File: src/rtl/status_led_pkg.sv
// rtl/status_led_pkg.sv - shared types and constants for the status LED driver
package status_led_pkg;

  typedef enum logic [1:0] {LED_OFF, LED_ON, LED_BLINK, LED_PWM} led_mode_t;

  localparam int MS_PER_SEC = 1000;

endpackage

File: src/rtl/status_led_if.sv
// rtl/status_led_if.sv - control inputs and LED/timing outputs of the status LED driver
interface status_led_if #(
  parameter int NUM_LEDS = 8,
  parameter int PWM_BITS = 8
);

  logic [2*NUM_LEDS-1:0]        mode;
  logic [PWM_BITS*NUM_LEDS-1:0] duty;
  logic [NUM_LEDS-1:0]          pulse;
  logic [NUM_LEDS-1:0]          led;
  logic                         heartbeat;
  logic                         ms_tick;

  modport master (output mode, duty, pulse, input led, heartbeat, ms_tick);
  modport slave  (input mode, duty, pulse, output led, heartbeat, ms_tick);

endinterface

File: src/rtl/status_led_channel.sv
// rtl/status_led_channel.sv - one LED channel: activity stretch, mode mux, polarity, output register
module status_led_channel
  import status_led_pkg::*;
#(
  parameter int STRETCH_MS = 50,
  parameter bit ACTIVE_LOW = 1'b1
) (
  input  logic      clk,
  input  logic      rstN,
  input  led_mode_t mode,
  input  logic      blink_phase,
  input  logic      pwm_lit,
  input  logic      ms_tick,
  input  logic      pulse,
  output logic      led
);

  localparam int SW = $clog2(STRETCH_MS + 1);

  logic [SW-1:0] stretch_cnt;
  logic [SW-1:0] stretch_nxt;
  logic          mode_lit;
  logic          lit;

  // A pulse reload beats a coincident ms_tick so a retrigger always gets a full stretch.
  always_comb begin
    stretch_nxt = stretch_cnt;
    if (pulse) begin
      stretch_nxt = SW'(STRETCH_MS);
    end else if (ms_tick && (stretch_cnt != '0)) begin
      stretch_nxt = stretch_cnt - SW'(1);
    end
  end

  always_comb begin
    mode_lit = 1'b0;
    case (mode)
      LED_OFF:   mode_lit = 1'b0;
      LED_ON:    mode_lit = 1'b1;
      LED_BLINK: mode_lit = blink_phase;
      LED_PWM:   mode_lit = pwm_lit;
      default:   mode_lit = 1'b0;
    endcase
  end

  // Looking at the next counter value keeps the pin one cycle behind pulse.
  assign lit = (stretch_nxt != '0) | mode_lit;

  always_ff @(posedge clk or negedge rstN) begin
    if (!rstN) begin
      stretch_cnt <= '0;
      led         <= ACTIVE_LOW;
    end else begin
      stretch_cnt <= stretch_nxt;
      led         <= lit ^ ACTIVE_LOW;
    end
  end

endmodule

File: src/rtl/status_led_ctrl.sv
// rtl/status_led_ctrl.sv - N-channel status LED driver with ms prescaler, blink phase and heartbeat
// Define STATUS_LED_PWM_EN to build the PWM dimming path; otherwise mode 3 drives the LED on.
module status_led_ctrl
  import status_led_pkg::*;
#(
  parameter int CLK_FREQ        = 50_000_000,
  parameter int NUM_LEDS        = 8,
  parameter int BLINK_PERIOD_MS = 500,
  parameter int STRETCH_MS      = 50,
  parameter int PWM_BITS        = 8,
  parameter int ACTIVE_LOW      = 1
) (
  input logic         clk,
  input logic         rstN,
  status_led_if.slave bus
);

  localparam int P    = CLK_FREQ / MS_PER_SEC;
  localparam int PW   = $clog2(P);
  localparam int HALF = BLINK_PERIOD_MS / 2;
  localparam int MW   = (HALF > 1) ? $clog2(HALF) : 1;

  logic [PW-1:0]       presc;
  logic [MW-1:0]       ms_cnt;
  logic                ms_tick;
  logic                blink_phase;
  logic [NUM_LEDS-1:0] pwm_lit;
  logic [NUM_LEDS-1:0] led_q;

  assign ms_tick = (presc == PW'(P - 1));

  always_ff @(posedge clk or negedge rstN) begin
    if (!rstN) begin
      presc <= '0;
    end else if (ms_tick) begin
      presc <= '0;
    end else begin
      presc <= presc + PW'(1);
    end
  end

  always_ff @(posedge clk or negedge rstN) begin
    if (!rstN) begin
      ms_cnt      <= '0;
      blink_phase <= 1'b0;
    end else if (ms_tick) begin
      if (ms_cnt == MW'(HALF - 1)) begin
        ms_cnt      <= '0;
        blink_phase <= ~blink_phase;
      end else begin
        ms_cnt <= ms_cnt + MW'(1);
      end
    end
  end

`ifdef STATUS_LED_PWM_EN
  logic [PWM_BITS-1:0] pwm_cnt;

  always_ff @(posedge clk or negedge rstN) begin
    if (!rstN) begin
      pwm_cnt <= '0;
    end else begin
      pwm_cnt <= pwm_cnt + PWM_BITS'(1);
    end
  end

  for (genvar i = 0; i < NUM_LEDS; i++) begin : g_pwm
    assign pwm_lit[i] = (pwm_cnt < bus.duty[PWM_BITS*i +: PWM_BITS]);
  end
`else
  logic unused_duty;
  assign unused_duty = ^bus.duty;
  assign pwm_lit     = '1;
`endif

  for (genvar i = 0; i < NUM_LEDS; i++) begin : g_ch
    status_led_channel #(
      .STRETCH_MS (STRETCH_MS),
      .ACTIVE_LOW (ACTIVE_LOW != 0)
    ) u_ch (
      .clk         (clk),
      .rstN        (rstN),
      .mode        (led_mode_t'(bus.mode[2*i +: 2])),
      .blink_phase (blink_phase),
      .pwm_lit     (pwm_lit[i]),
      .ms_tick     (ms_tick),
      .pulse       (bus.pulse[i]),
      .led         (led_q[i])
    );
  end

  assign bus.led       = led_q;
  assign bus.heartbeat = blink_phase;
  assign bus.ms_tick   = ms_tick;

endmodule
File: src/flat_wrapper.sv
// flat-port wrapper written by rule: the top's interface ports become plain ports
module status_led_ctrl_flat import status_led_pkg::*;
#(
  parameter int CLK_FREQ        = 50_000_000,
  parameter int NUM_LEDS        = 8,
  parameter int BLINK_PERIOD_MS = 500,
  parameter int STRETCH_MS      = 50,
  parameter int PWM_BITS        = 8,
  parameter int ACTIVE_LOW      = 1
)
  (clk, rstN, bus_mode, bus_duty, bus_pulse, bus_led, bus_heartbeat, bus_ms_tick);
  status_led_if #(.NUM_LEDS(NUM_LEDS), .PWM_BITS(PWM_BITS)) bus_i ();
  input logic clk;
  input logic rstN;
  input wire logic [$bits(bus_i.mode)-1:0] bus_mode;
  input wire logic [$bits(bus_i.duty)-1:0] bus_duty;
  input wire logic [$bits(bus_i.pulse)-1:0] bus_pulse;
  output wire logic [$bits(bus_i.led)-1:0] bus_led;
  output wire logic [$bits(bus_i.heartbeat)-1:0] bus_heartbeat;
  output wire logic [$bits(bus_i.ms_tick)-1:0] bus_ms_tick;
  assign bus_i.mode = bus_mode;
  assign bus_i.duty = bus_duty;
  assign bus_i.pulse = bus_pulse;
  assign bus_led = bus_i.led;
  assign bus_heartbeat = bus_i.heartbeat;
  assign bus_ms_tick = bus_i.ms_tick;
  status_led_ctrl #(.CLK_FREQ(CLK_FREQ), .NUM_LEDS(NUM_LEDS), .BLINK_PERIOD_MS(BLINK_PERIOD_MS), .STRETCH_MS(STRETCH_MS), .PWM_BITS(PWM_BITS), .ACTIVE_LOW(ACTIVE_LOW)) u_core (.clk(clk), .rstN(rstN), .bus(bus_i));
endmodule
File: config.mk
export PLATFORM = sky130hd
export DESIGN_NAME = status_led_ctrl_flat
export DESIGN_NICKNAME = d
export VERILOG_FILES = /design/src/rtl/status_led_pkg.sv /design/src/rtl/status_led_if.sv /design/src/rtl/status_led_channel.sv /design/src/rtl/status_led_ctrl.sv /design/src/flat_wrapper.sv
export SDC_FILE = /design/constraint.sdc
export NUM_CORES = 1
export LEC_CHECK = 0
export CAP_MARGIN = 10
export CORE_UTILIZATION = 55
export CTS_CLUSTER_DIAMETER = 30
export DETAILED_ROUTE_END_ITERATION = 16
export PLACE_DENSITY = 0.84
export SLEW_MARGIN = 10
export SYNTH_ARGS = -nofsm -noshare
export SYNTH_HDL_FRONTEND = slang
export SYNTH_SLANG_ARGS = --single-unit
File: constraint.sdc
create_clock -name clk -period 6.12 [get_ports clk]
set_input_delay 1.224 -clock clk [delete_from_list [all_inputs] [get_ports clk]]
set_output_delay 1.224 -clock clk [all_outputs]
set_load 0.03 [all_outputs]
==> metrics.md <==
| Metric | Value |
|---|---|
| Fillers | 641 |
| Setup TNS after final layout | 0 ps |
| Clk_skew | 12.6 ps |
| Mean Syn Cell Area | 9.55 sq um |
| First-pass GRT wire length | 15500 microns |
| Die Ht | 92.6 microns |
| CP startpoint kind | flip-flop |
| Max_slew headroom | 33.2% |
| Via Count | 3534 |
| Drc violations | 0 |
| Initial Util | 57.6% |
| Synthesized flop and latch total | 81 |
| Core Area | 0.00785 sq mm |
| Routed Antenna Nets | 0 |
| Flop pwr share | 54.8% |
| Int Power | 0.000762 W |
| Setup bufs post-CTS | 0 |
| Synth Flop Type | dfrtp_1 |
| Initial antenna violation count | 0 |
| Final setup viols | 0 |
| Critical path class | flip-flop to output pin |
| Worst Path Arrival | 2530 ps |
| Post-synthesis cell count | 473 |
| Horiz. Die Dim | 92.6 microns |
| GRT Total Usage | 22.6% |
| Drt via density | 5.80 |
| HP Class | flip-flop to flip-flop |
| Fin crit period | 3760 ps |
| Slew @ Worst Pin | 1000 ps |
| Clock Tree Buf Depth | 2 |
| FF+latch area | 0.00204 sq mm |
| Diodes inserted | 0 |
| Worst-Skew Late Latency | 360 ps |
| Syn Nets | 582 |
| RSZ-0062 raised after global routing | false |
| Area occupied by multi-input gates | 0.00229 sq mm |
| Io pins | 100 |
| TritonCTS Sinks | 81 |
| Number of global-route vias before repair | 3564 |
| Layout cells sized above 1 | 7.10% |
| Post-Route WL | 9050 microns |
| Yosys warnings | 0 |
| DRT Pass-1 Iters | 4 |
| Root Buffer | clkbuf_8 |
| Synthesized area | 0.00452 sq mm |
| Commonest non-fill, non-tap cells in the layout | dfrtp_1 (73), nor2_1 (61), nand2_1 (36) |
| Sequential area share after synthesis | 45.1% |
| DP HPWL | 6060 microns |
| Leakage | 1.98 nW |
| Avg WL per Cell | 14.9 microns |
| Die ar. | 0.00858 sq mm |
| Layout area overhead | 13.0% |
| H-tree levels | 3 |
| Switch Pwr | 0.000214 W |
| Cts bufs inserted | 9 |
| Period utilisation layout | 61.4% |
| Yosys cell types | 54 |
| Final nets | 611 |
| Status | completed |
| Max-slew violations | 0 |
| Max VDD drop | 0.113 mV |
| Num rows | 32 |
| Switching fraction of total power | 21.9% |
| Power per cell area | 191 mW/mm^2 |
| Ys async rst share | 100% |
| EDFF count, synth | 0 |
| GPL Wtd Cong | 0.876 |
| Required @ worst endpoint | 4900 ps |
| Post-CTS Hold Fix Bufs | 0 |
| CTS tree | built |
| Fin Hold WS | 500 ps |
| Max-cap violations | 0 |
| Crit. End Element | output pin |
| Largest net degree at the start of global routing | 82 |
| Final Hold Viols | 0 |
| Commonest non-fill, non-tap cell in the layout | dfrtp_1 |
| Clock power frac | 41.7% |
| Overflow after GRT | 0 |
| Clock slew at reported path FFs | 90 ps |
| Post-CTS sizing | 0 |
| DR iter-0 viols | 173 |
| Comb pwr share | 3.5% |
| Max Fanout on Critical Path | 15 |
| Peak Freq | 266 MHz |
| Port bufs | 35 |
==> final timing paths <==
check	from	endpoint	slack, ps	cells past startpoint
min reg2reg	u_core.g_ch[7].u_ch.stretch_cnt[1]	u_core.g_ch[7].u_ch.stretch_cnt[1]	500	1
max	u_core.presc[0]	bus_ms_tick	2360	5
max in group asynchronous	rstN	u_core.g_ch[5].u_ch.stretch_cnt[5]	4450	1
min in group asynchronous	rstN	u_core.g_ch[6].u_ch.stretch_cnt[3]	1040	1
min	u_core.g_ch[7].u_ch.stretch_cnt[1]	u_core.g_ch[7].u_ch.stretch_cnt[1]	500	1
max reg2reg	u_core.presc[0]	u_core.g_ch[3].u_ch.led	3280	9
==> metal layers <==
metal  wire [microns]  part of all wire, %  global-route usage, %
met1             4120                   46                   28.5
met3              338                  3.7                   3.94
met4              189                  2.1                   10.0
met2             4400                   49                   38.1
met5                0                    0                      0
==> registers in the layout, indices dropped and copies added (netlist names) <==
register and cells:
u_core.g_ch.u_ch.stretch_cnt 48, u_core.ms_cnt 8, u_core.presc 16, u_core.g_ch.u_ch.led 8, u_core.bus.heartbeat 1
==> layout make-up <==
class	instances	share of cell area, %
clock inverter	4	1.00
timing repair buffer	36	6.96
clock buffer	12	3.04
sequential	81	39.9
inverter	25	1.84
tap	102	2.50
multi-input combinational	349	44.8
==> cells by family (layout without fill, tap and decap cells) <==
kind of cell | after synthesis | after routing | share of synthesized area (%)
buffers and inverters | 43 | 77 | 4.32
AOI/OAI and AO/OA | 60 | 60 | 8.50
xor gates and xnor gates | 48 | 48 | 9.30
and+or+nand+nor | 214 | 214 | 25.7
muxes | 8 | 8 | 1.86
DFF | 81 | 81 | 45.1
adders and majority gates | 19 | 19 | 5.26
==> power groups by stage <==
| stage | registers (W) | clock network (W) | logic [W] |
|---|---|---|---|
| CTS | 0.000535 | 0.000416 | 0.0000355 |
| finish | 0.000535 | 0.000407 | 0.0000343 |
| global route | 0.000535 | 0.000432 | 0.0000384 |
| floorplan | 0.000546 | 0 | 0.00000479 |
| global placement | 0.000545 | 0 | 0.0000344 |
| detailed placement | 0.000545 | 0 | 0.0000354 |
==> critical path, stage by stage, from the launching register on <==
cell and delay, ps:
dfrtp_1 410, ha_1 230, and3_1 270, nand4_2 410, clkinv_1 170, clkdlybuf4s50_1 690
==> Yosys cell counts (all sizes together), types with 2 or more instances <==
cell	number	share of area [%]
a2111oi	2	0.39
and4bb	2	0.55
ha	19	5.3
nor2b	4	0.55
xnor2	19	3.7
nand4b	8	1.6
and3	6	0.83
nor3	14	1.7
xor2	29	5.6
nor3b	5	0.83
and4b	2	0.44
a31oi	4	0.55
inv	24	2.0
nand3b	2	0.33
dfrtp	73	40
buf	14	1.9
o211ai	2	0.33
dfstp	8	4.7
nor2	61	5.1
a211o	7	1.4
nand2b	16	2.2
mux2	3	0.75
nand4	16	2.4
a21oi	18	2.0
nand3	20	2.2
a211oi	2	0.33
o21ai	16	1.8
a41oi	2	0.39
nor4	7	0.97
nor4b	4	1.1
nand2	36	3.0
mux2i	5	1.1
clkbuf	4	0.33
or3	5	0.80
and4	2	0.39
==> metrics by stage <==
| stage | cell area (sq um) | util (%) | power [W] | worst slack, ps | std cells |
|---|---|---|---|---|---|
| floorplan | 4520 | - | 0.000550 | 3040 | 473 |
| global placement | 4900 | 62.4 | 0.000580 | 2800 | 593 |
| detailed placement | 4900 | 62.4 | 0.000581 | 2770 | 593 |
| CTS | 5110 | 65.1 | 0.000986 | 2350 | 609 |
| global route | 5110 | 65.1 | 0.00101 | 2200 | 609 |
| finish | 5110 | 65.1 | 0.000977 | 2360 | 609 |
No activity file was read; power rests on OpenSTA's default activity.
